==> src/rtl/cp0_intc.sv <==
// cp0_intc: MIPS coprocessor-0 (SR, Cause, EPC, PRId) with hw interrupt sync and priority.
// Optional Count/Compare timer is built in when CP0_TIMER_EN is defined.
module cp0_intc #(
   parameter int unsigned DEV_CNT = 6,
   parameter logic [31:0] PRID    = 32'h0000_1000
) (
   input  logic               clk,
   input  logic               rst,
   input  logic [29:0]        pc,
   input  logic [31:0]        din,
   input  logic [4:0]         sel,
   input  logic               wen,
   input  logic               exl_set,
   input  logic               exl_clr,
   input  logic [DEV_CNT-1:0] hw_int,
   output logic               int_req,
   output logic [29:0]        epc,
   output logic [31:0]        dout
);

`ifdef CP0_TIMER_EN
   localparam int unsigned NI = DEV_CNT + 1;
`else
   localparam int unsigned NI = DEV_CNT;
`endif

   localparam logic [4:0] SEL_COUNT = 5'd9;
   localparam logic [4:0] SEL_CMP   = 5'd11;
   localparam logic [4:0] SEL_SR    = 5'd12;
   localparam logic [4:0] SEL_CAUSE = 5'd13;
   localparam logic [4:0] SEL_EPC   = 5'd14;
   localparam logic [4:0] SEL_PRID  = 5'd15;

   logic [DEV_CNT-1:0] sync_q, sync_d;
   logic [DEV_CNT-1:0] ip_q, ip_d;
   logic [NI-1:0]      im_q, im_d;
   logic               exl_q, exl_d;
   logic               ie_q, ie_d;
   logic [29:0]        epc_q, epc_d;
   logic [4:0]         exc_q, exc_d;

   logic [NI-1:0] src;
   logic [NI-1:0] pend;
   logic [4:0]    win;
   logic          wr_sr;
   logic          wr_epc;
   logic [31:0]   sr_rd;
   logic [31:0]   cause_rd;

`ifdef CP0_TIMER_EN
   logic [31:0] count_q, count_d;
   logic [31:0] compare_q, compare_d;
   logic        ti_q, ti_d;

   // Compare write clears TI even if the match fires in the same cycle
   always_comb begin
      count_d   = count_q + 32'd1;
      compare_d = compare_q;
      ti_d      = ti_q;
      if (count_q == compare_q && compare_q != 32'd0)
         ti_d = 1'b1;
      if (wen && sel == SEL_COUNT)
         count_d = din;
      if (wen && sel == SEL_CMP) begin
         compare_d = din;
         ti_d      = 1'b0;
      end
   end

   always_ff @(posedge clk or negedge rst) begin
      if (!rst) begin
         count_q   <= '0;
         compare_q <= '0;
         ti_q      <= 1'b0;
      end else begin
         count_q   <= count_d;
         compare_q <= compare_d;
         ti_q      <= ti_d;
      end
   end

   assign src = {ti_q, ip_q};
`else
   assign src = ip_q;
`endif

   assign pend = src & im_q;

   // lowest index wins
   always_comb begin
      win = '0;
      for (int i = NI - 1; i >= 0; i--)
         if (pend[i])
            win = 5'(i);
   end

   assign wr_sr  = wen && (sel == SEL_SR);
   assign wr_epc = wen && (sel == SEL_EPC);

   // later assignments take priority: wen < exl_clr < exl_set
   always_comb begin
      sync_d = hw_int;
      ip_d   = sync_q;
      im_d   = im_q;
      ie_d   = ie_q;
      exl_d  = exl_q;
      epc_d  = epc_q;
      exc_d  = exc_q;
      if (wr_sr) begin
         im_d  = din[10 +: NI];
         exl_d = din[1];
         ie_d  = din[0];
      end
      if (wr_epc)
         epc_d = din[31:2];
      if (exl_clr)
         exl_d = 1'b0;
      if (exl_set) begin
         exl_d = 1'b1;
         epc_d = pc;
         exc_d = win;
      end
   end

   always_ff @(posedge clk or negedge rst) begin
      if (!rst) begin
         sync_q <= '0;
         ip_q   <= '0;
         im_q   <= '0;
         ie_q   <= 1'b0;
         exl_q  <= 1'b0;
         epc_q  <= '0;
         exc_q  <= '0;
      end else begin
         sync_q <= sync_d;
         ip_q   <= ip_d;
         im_q   <= im_d;
         ie_q   <= ie_d;
         exl_q  <= exl_d;
         epc_q  <= epc_d;
         exc_q  <= exc_d;
      end
   end

   assign int_req = (|pend) & ie_q & ~exl_q;
   assign epc     = epc_q;

   always_comb begin
      sr_rd           = '0;
      sr_rd[10 +: NI] = im_q;
      sr_rd[1]        = exl_q;
      sr_rd[0]        = ie_q;
      cause_rd           = '0;
      cause_rd[10 +: NI] = src;
      cause_rd[6:2]      = exc_q;
   end

   always_comb begin
      dout = '0;
      case (sel)
`ifdef CP0_TIMER_EN
         SEL_COUNT: dout = count_q;
         SEL_CMP:   dout = compare_q;
`endif
         SEL_SR:    dout = sr_rd;
         SEL_CAUSE: dout = cause_rd;
         SEL_EPC:   dout = {epc_q, 2'b00};
         SEL_PRID:  dout = PRID;
         default:   dout = '0;
      endcase
   end

endmodule

==> config.mk <==
export PLATFORM = sky130hd
export DESIGN_NAME = cp0_intc
export DESIGN_NICKNAME = d
export VERILOG_FILES = /design/src/rtl/cp0_intc.sv
export SDC_FILE = /design/constraint.sdc
export NUM_CORES = 1
export LEC_CHECK = 0
export ABC_CLOCK_PERIOD_IN_PS = 1700
export CORE_MARGIN = 2
export CORE_UTILIZATION = 44
export CTS_CLUSTER_SIZE = 25
export DETAILED_ROUTE_END_ITERATION = 7
export PLACE_DENSITY = 0.91
export SYNTH_ARGS = -nofsm -noshare
export SYNTH_HDL_FRONTEND = slang
export SYNTH_SLANG_ARGS = --single-unit
==> constraint.sdc <==
create_clock -name clk -period 1.7 [get_ports clk]
set_input_delay 0.255 -clock clk [delete_from_list [all_inputs] [get_ports clk]]
set_output_delay 0.255 -clock clk [all_outputs]
set_load 0.02 [all_outputs]
==> impl_results.md, run 1 <==
* CTS tree: yes
* Wirelength, routed at 9.24 mm
* Gr ovfl total at 0
* Largest net degree at the start of global routing at 45
* Synth Warn # at 0
* Status: finished clean
* Syn nets at 364
* Longest Clk Path Bufs at 2
* DR WL/cell at 17.8 um
* FF-to-FF setup slack at 380 ps
* Post-synth top area share at 45.7%
* Share of layout cells above drive strength 1 at 23.5%
* Post-synth top area cell: dfrtp_1
* Crit Path Class: flip-flop to output port
* Seq cells post-synth at 53
* Power per cell area at 677 nW/um2
* Max frequency at 593 MHz
* Crit end category: output port
* Post-synth EDFFs at 0
* Crit path arrival time at 1430 ps
* Peak supply drop at 0.485 mV
* Synth Area in Compound Gates at 22.0%
* Place WS at -692 ps
* H-tree levels at 2
* Largest stage delay on the critical path at 430 ps
* Die width at 85.2 um
* Core ar. at 6350 um2
* Post-synthesis mux area share at 4.44%
* CTS sink count at 53
* Setup slack after layout at 15.0 ps
* # Max-Cap Violations at 0
* Post-synth design cell area at 2900 um2
* Post-detail-place hpwl at 6.31 mm
* Violation count after the first detailed-route iteration at 142
* First-pass GRT wire length at 14.6 mm
* Initial Util at 45.7%
* Final min period at 1690 ps
* Worst Setup SP: im_q[1]
* Fin. Hold Viols at 0
* Tcrit/Tclk final at 99.1%
* Synthesized-area fraction occupied by and/or/nand/nor cells at 23.8%
* Crit path to: dout[11]
* Post-route antenna net violation count at 0
* WP data required at 1440 ps
* Least-Margin Pin Slew at 516 ps
* Fin cells at 520
* Most used DFF post-synth: dfrtp_1
* Unrepaired setup endpoints after global routing: yes
* Most frequent cells after synthesis: dfrtp_1 (53), nand2b_1 (32), a21boi_0 (30), and3_1 (30), o31a_1 (30)
* Top-count cell post-synth: dfrtp_1
* DR vias at 2,883
* Post-Synth Adder-Cell Area at 0%
* Worst path cell trace: mux2i_1 > a2bb2oi_2 > nor2_1 > clkdlybuf4s15_2
* Xor and xnor fraction of the mapped netlist area at 0%
* Leakage at 2.15 nW
* Max FO, Critical Path at 4
* Setup Viol. Count Final at 0
* Worst R2R Path Depth at 4
* Root Driver: clkbuf_8
* Total CTS buffers at 5
* Initial antenna violation count at 0
* Mapped Avg Cell Area at 10.1 um2
* Area contributors post-synth: dfrtp_1 (46%), o31a_1 (9.1%), a21boi_0 (7.8%)
* Drt drc at 0
* Clock transition at path regs at 100 ps
* Worst hold path type: flip-flop to flip-flop
* PortBufs at 140
* Area delta synth->final at 63.8%
* Total GRT Usage at 25.8%
* Multi-input gate area at 1530 um2
* Mapped Cells at 286
* Top Ports at 141
* Clk_skew at 4.62 ps
* Slowest library cell on the worst path: dfrtp_1
* Post-synth ARST share at 100%
* # nets final at 520
* Sequential-to-total area share from yosys stat at 45.7%
* Placed insts at 503
* Worst R2R Start: im_q[3]
* Via-to-Cell Ratio at 5.54
* DRT Pass-1 Iters at 4
* Fill cells at 423
* Relative slew slack at 65.6%
* Height of the die at 85.2 um
* Routability Congestion at 0.835
* Vias in the first global route at 2,914
* Worst r2r dst: exc_q[2]
* Unique cell type count in the Yosys netlist at 34
* Skew-Pair Late Insertion Delay at 310 ps
* Slew Viols, Final at 0
* Antenna cells at 0
* Register Area at 1330 um2
* # rows at 29
* Largest family of logic cells by synthesized area: simple AND/OR/NAND/NOR gates
* Die Area at 7260 um2
* Hold Slack at 360 ps
* Worst Setup Start Kind: flip-flop
-- what timing repair did --
item,CTS,global route
cloned,3,0
setup buffers,3,2
gates resized for setup,165,21
setup endpoints to repair,33,17
hold endpoints to repair,18,0
hold buffers,1,0
pin swaps,3,1
-- power breakdown --
group	internal [W]	leakage, nW	total, W	switching, W
logic	0.000548	1.48	0.000953	0.000405
clock network	0.000309	0.0506	0.000770	0.000461
registers	0.00139	0.614	0.00150	0.000107
total	0.00225	2.15	0.00322	0.000973
-- logic make-up after synthesis --
kind of cell	after synthesis
AO/OA/AOI/OAI	79
buffers and inverters	27
flip-flops	53
multiplexers	12
AND/OR/NAND/NOR	115
-- critical path: cells and delay by family (launching register included) --
family	cells	cell delay, ps
AO/OA/AOI/OAI	1	170
AND/OR/NAND/NOR	1	60
multiplexers	1	200
buffers and inverters	1	250
flip-flops	1	430
-- per-stage QoR --
step / instance area (um2) / power (W) / util (%) / setup TNS [ps]
floorplan: 2900 / 0.00190 / - / 0
global placement: 4540 / 0.00238 / 71.5 / -25930
detailed placement: 4540 / 0.00241 / 71.5 / -26730
CTS: 4710 / 0.00320 / 74.2 / 0
global route: 4750 / 0.00337 / 74.8 / -60.6
finish: 4750 / 0.00322 / 74.8 / 0
-- metal layers --
| metal | vias up | global-route usage [%] | wire [um] |
|---|---|---|---|
| li1 | 1340 | - | - |
| met1 | 1391 | 30.2 | 3590 |
| met3 | 36 | 5.25 | 494 |
| met4 | 0 | 9.38 | 367 |
| met2 | 116 | 46.4 | 4780 |
| met5 | - | 0 | 0 |
-- layout by cell type, fill, tap and decap left out, types with 3 or more instances in the layout --
master and count:
buf_4 29, o31a_1 30, buf_2 20, a22oi_1 3, nand2_1 7, and2_1 12, clkdlybuf4s50_1 100, nor2_1 11
mux2i_1 5, and2_4 9, clkbuf_8 5, dfrtp_1 53, a2bb2oi_1 4, and3_1 30, clkdlybuf4s15_2 3, nor2b_1 3
mux2_2 7, a21boi_0 30, buf_12 6, buf_16 3, nand2b_1 32, buf_6 9
-- how the worst min path moves through the flow --
stage | to | depth (start not counted) | slack, ps | start
3_5_place_dp | epc[7] | 1 | 250 | rst
2_1_floorplan | epc[0] | 0 | -40 | rst
5_1_grt | ip_d[4] | 1 | 350 | hw_int[4]
6_report | ip_q[0] | 0 | 360 | ip_d[0]
3_3_place_gp | epc[7] | 1 | 240 | rst
4_1_cts | ip_q[0] | 0 | 360 | ip_d[0]
-- registers in the layout, summed over array words and instances, names as in the netlist --
signal / cells
im_q: 6
exc_q: 3
ip_q: 6
ie_q: 1
ip_d: 6
epc: 30
exl_q: 1
-- final cells by class --
type                    instances  share of cell area (%)
multi-input cells             206                    32.1
repair buffers                175                    35.8
flip-flops and latches         53                    27.9
clock buffers                   5                    1.45
clock inverters                 3                   0.606
inverters                       1                  0.0790
well taps                      77                    2.03
Power figures use the tool's default switching activity.
==> inputs of run 2 (changes only) <==
--- a/config.mk
+++ b/config.mk
@@ -11,6 +11,7 @@
 export CTS_CLUSTER_SIZE = 25
 export DETAILED_ROUTE_END_ITERATION = 7
 export PLACE_DENSITY = 0.91
+export SLEW_MARGIN = 20
 export SYNTH_ARGS = -nofsm -noshare
 export SYNTH_HDL_FRONTEND = slang
 export SYNTH_SLANG_ARGS = --single-unit
==> results of run 2 <==
Same layout as run 1: the final DEF is identical, and so are final timing and power.
==> inputs of run 3 (changes only) <==
--- a/config.mk
+++ b/config.mk
@@ -10,6 +10,7 @@
 export CORE_UTILIZATION = 44
 export CTS_CLUSTER_SIZE = 25
 export DETAILED_ROUTE_END_ITERATION = 7
+export GPL_ROUTABILITY_DRIVEN = 0
 export PLACE_DENSITY = 0.91
 export SLEW_MARGIN = 20
 export SYNTH_ARGS = -nofsm -noshare
==> results of run 3 <==
Same layout as run 1: the final DEF is identical, and so are final timing and power.
==> edit 1: new RTL, config.mk and constraints of run 2 <==
`DEV_CNT`: 6 -> 5.
--- a/src/rtl/cp0_intc.sv
+++ b/src/rtl/cp0_intc.sv
@@ -2,5 +2,5 @@
 // Optional Count/Compare timer is built in when CP0_TIMER_EN is defined.
 module cp0_intc #(
-   parameter int unsigned DEV_CNT = 6,
+   parameter int unsigned DEV_CNT = 5,
    parameter logic [31:0] PRID    = 32'h0000_1000
 ) (
Ports: changed (resized hw_int); port bits go from 141 to 140. No check against the original RTL was run, so the function may have changed too.
==> edit 1 against run 2 <==
Cell area down 4.6%. Combinational power shrank 5.0%. Cell count shrank 0.58%. Synthesized area fell by 6.5%. Power shrank 3.2%. Wire length grew 1.5%. Count of clock-buffer cells in the layout is 3 higher. Utilization grew 1.3 points. Sequential cell count down 3. Worst setup slack better by 0.033 ns. Global-route usage up 2.5 points. Sequential power down 6%. Critical path type unchanged. Critical endpoint unchanged. Largest cell class unchanged.
==> edit 1: results <==
{
  "status": "finished, final reports clean",
  "dp_hpwl_mm": 6.444,
  "fin_cells": 517,
  "synth_common_cells": "dfrtp_1, nand2_1, inv_1",
  "clock_skew_ns": 0.004099,
  "synth_area_um2": 2711,
  "clock_power_share_pct": 25.7,
  "final-seq-area_um2": 1251,
  "grt_first_pass_wirelength_mm": 14.26,
  "synth.distinct_cells": 36,
  "num-fill-cells": 421,
  "seq_cell_count": 50,
  "crit_fanout": 3,
  "synth-compound-area-share_pct": 14.91,
  "dp_cells": 498,
  "post_synth_inst_count": 282,
  "finalPower_mw": 3.116,
  "via_count": 2918,
  "n_all_inverters": 35,
  "grtUsageTotal_pct": 28.24,
  "globalplace.congestion": 0.8899,
  "final-nonclk-buf-share_pct": 37.20,
  "ir_drop_uv": 404.4,
  "finish.instance_area_um2": 4534,
  "relSlewSlack_pct": 73.05
}
==> edit 1: cell types whose count changed after synthesis, moves of 29 or more <==
cell	run 2	this run
o311ai_1	0	29
o31a_1	30	0
nand2b_1	32	1
nand2_1	7	36
a21boi_0	30	0
nand4b_1	0	30
inv_1	1	35
==> edit 1: path summary, 6_finish.rpt <==
path / slack, ns / from / endpoint
setup / recovery: 0.05 / im_q[1] / dout[11]
hold / removal: 0.36 / ip_d[4] / ip_q[4]
setup reg to reg: 0.67 / im_q[2] / exc_q[1]
hold reg to reg: 0.36 / ip_d[4] / ip_q[4]
max in group asynchronous: 0.75 / rst / epc[16]
min in group asynchronous: 0.43 / rst / epc[5]
==> edit 1: per-layer routing <==
metal / global-route usage, % / wire (um)
met5: 0 / 0
met4: 12.46 / 252
met3: 4.348 / 683
met2: 49.68 / 4767
met1: 34.15 / 3667
==> edit 2: new RTL, config.mk and constraints of run 2 <==
Made on the original files. Add an input register stage for `pc`, `exl_set`, `exl_clr` and `hw_int`, without a reset; this delays them by one clock. The other inputs are not delayed to match.
--- a/src/rtl/cp0_intc.sv
+++ b/src/rtl/cp0_intc.sv
@@ -31,4 +31,16 @@
    localparam logic [4:0] SEL_EPC   = 5'd14;
    localparam logic [4:0] SEL_PRID  = 5'd15;
+
+   logic [29:0] pc_q;
+   logic exl_set_q;
+   logic exl_clr_q;
+   logic [DEV_CNT-1:0] hw_int_q;
+
+   always_ff @(posedge clk) begin
+      pc_q      <= pc;
+      exl_set_q <= exl_set;
+      exl_clr_q <= exl_clr;
+      hw_int_q  <= hw_int;
+   end
 
    logic [DEV_CNT-1:0] sync_q, sync_d;
@@ -100,5 +112,5 @@
    // later assignments take priority: wen < exl_clr < exl_set
    always_comb begin
-      sync_d = hw_int;
+      sync_d = hw_int_q;
       ip_d   = sync_q;
       im_d   = im_q;
@@ -114,9 +126,9 @@
       if (wr_epc)
          epc_d = din[31:2];
-      if (exl_clr)
+      if (exl_clr_q)
          exl_d = 1'b0;
-      if (exl_set) begin
+      if (exl_set_q) begin
          exl_d = 1'b1;
-         epc_d = pc;
+         epc_d = pc_q;
          exc_d = win;
       end
Function: changed (Yosys sat finds a counterexample within 4 cycles, from zero or initial values and one cycle with rst low).
==> edit 2 against run 2 <==
The flow now finishes with violations (setup timing). Worst setup slack worse by 0.022 ns. Synthesized area up 22%. Cell area up 15%. Sequential cell count up 38. Wire length up 17%. Maximum frequency down 1.3%. Power up 59%. Critical path depth unchanged. Count of clock-buffer cells in the layout up 4. Combinational power down 4.0%. First-iteration DRC count up 26%. Global-route usage down 1.4 points. Sequential share of layout area up 10 points. Register-to-register slack better by 0.07 ns. Critical endpoint is now dout[12]. Largest cell class is now sequential cells.
==> edit 2: results <==
{
  "final-seq-area_um2": 2087,
  "cts_buffers": 9,
  "ys_top_cells_by_area": "dfrtp_1, dfxtp_1, nand4b_1",
  "whs_path_depth": 1,
  "synth-seq-area-share_pct": 59.07,
  "drt-total-wl_mm": 10.78,
  "multi_input_area_um2": 1394,
  "dp_hpwl_mm": 7.618,
  "gr-usage-met1_pct": 30.21,
  "tightest_slew_ns": 0.4376,
  "multi_input_cells": 209,
  "synthMuxAreaShare_pct": 3.647,
  "met3_usage_pct": 5.882,
  "pre_cts_ws_ns": -0.8510,
  "final-nonclk-buf-share_pct": 29.58,
  "crit_fanout": 2,
  "grt_max_degree": 38,
  "hp-start": "pc[3]",
  "fin_cells": 598,
  "rrSetupSlack_ns": 0.45,
  "clock_cell_area_share_pct": 4.473,
  "power_density_nw_per_um2": 936.0,
  "drive_above_1_share_pct": 22.18,
  "cp_top_family": "compound AO/OA/AOI/OAI gates",
  "reg2reg_to": "exl_q",
  "grt_first_pass_wirelength_mm": 16.42,
  "finalSetupViolations": 1,
  "r2r_cells": 3,
  "hp-class": "input port to flop",
  "clock_skew_ns": 0.01030,
  "globalplace.congestion": 0.8955,
  "rr_startpoint": "exl_set_q",
  "violations": "setup timing",
  "clock_power_share_pct": 34.4,
  "synth_common_cells": "dfrtp_1, nor2_1, dfxtp_1",
  "num-fill-cells": 556,
  "num-nonclk-buffers": 178,
  "grt_pass1_vias": 3316,
  "synth-compound-area-share_pct": 13.95,
  "ir_drop_uv": 611.1,
  "dp_cells": 577,
  "first_pass_iters": 5,
  "wl_met2_mm": 5.398,
  "use_met2_pct": 41.79,
  "htreeDepth": 3,
  "setup_slack_ns": -0.007508,
  "cp.arrival_ns": 1.45,
  "synth.distinct_cells": 33,
  "n_all_inverters": 2,
  "status": "finished with violations",
  "hold_slack_ns": 0.3310,
  "seq-power_mw": 2.45,
  "dpl_cell_area_um2": 5226,
  "syn_nets": 409
}
edit 2: repair_timing:
item	in CTS	in global routing
buffers inserted	1	0
cloned	3	0
hold endpoints to repair	16	0
pin swaps	2	0
hold buffers	1	0
setup endpoints to repair	33	15
gates resized for setup	165	19
edit 2: worst max-delay path by stage:
| stage | startpoint | to | depth (start not counted) |
|---|---|---|---|
| floorplan | sel[3] | dout[0] | 4 |
| global placement | sel[3] | dout[1] | 5 |
| detailed placement | sel[3] | dout[1] | 5 |
| CTS | im_q[2] | dout[12] | 4 |
| global route | im_q[2] | dout[12] | 4 |
| finish | im_q[2] | dout[12] | 4 |
edit 2: worst register-to-register path, delay by kind of cell (launching register included):
kind	cells	cell delay, ns
buffers and inverters	1	0.29
AO/OA/AOI/OAI	1	0.16
AND/OR/NAND/NOR	1	0.33
flip-flops	1	0.37
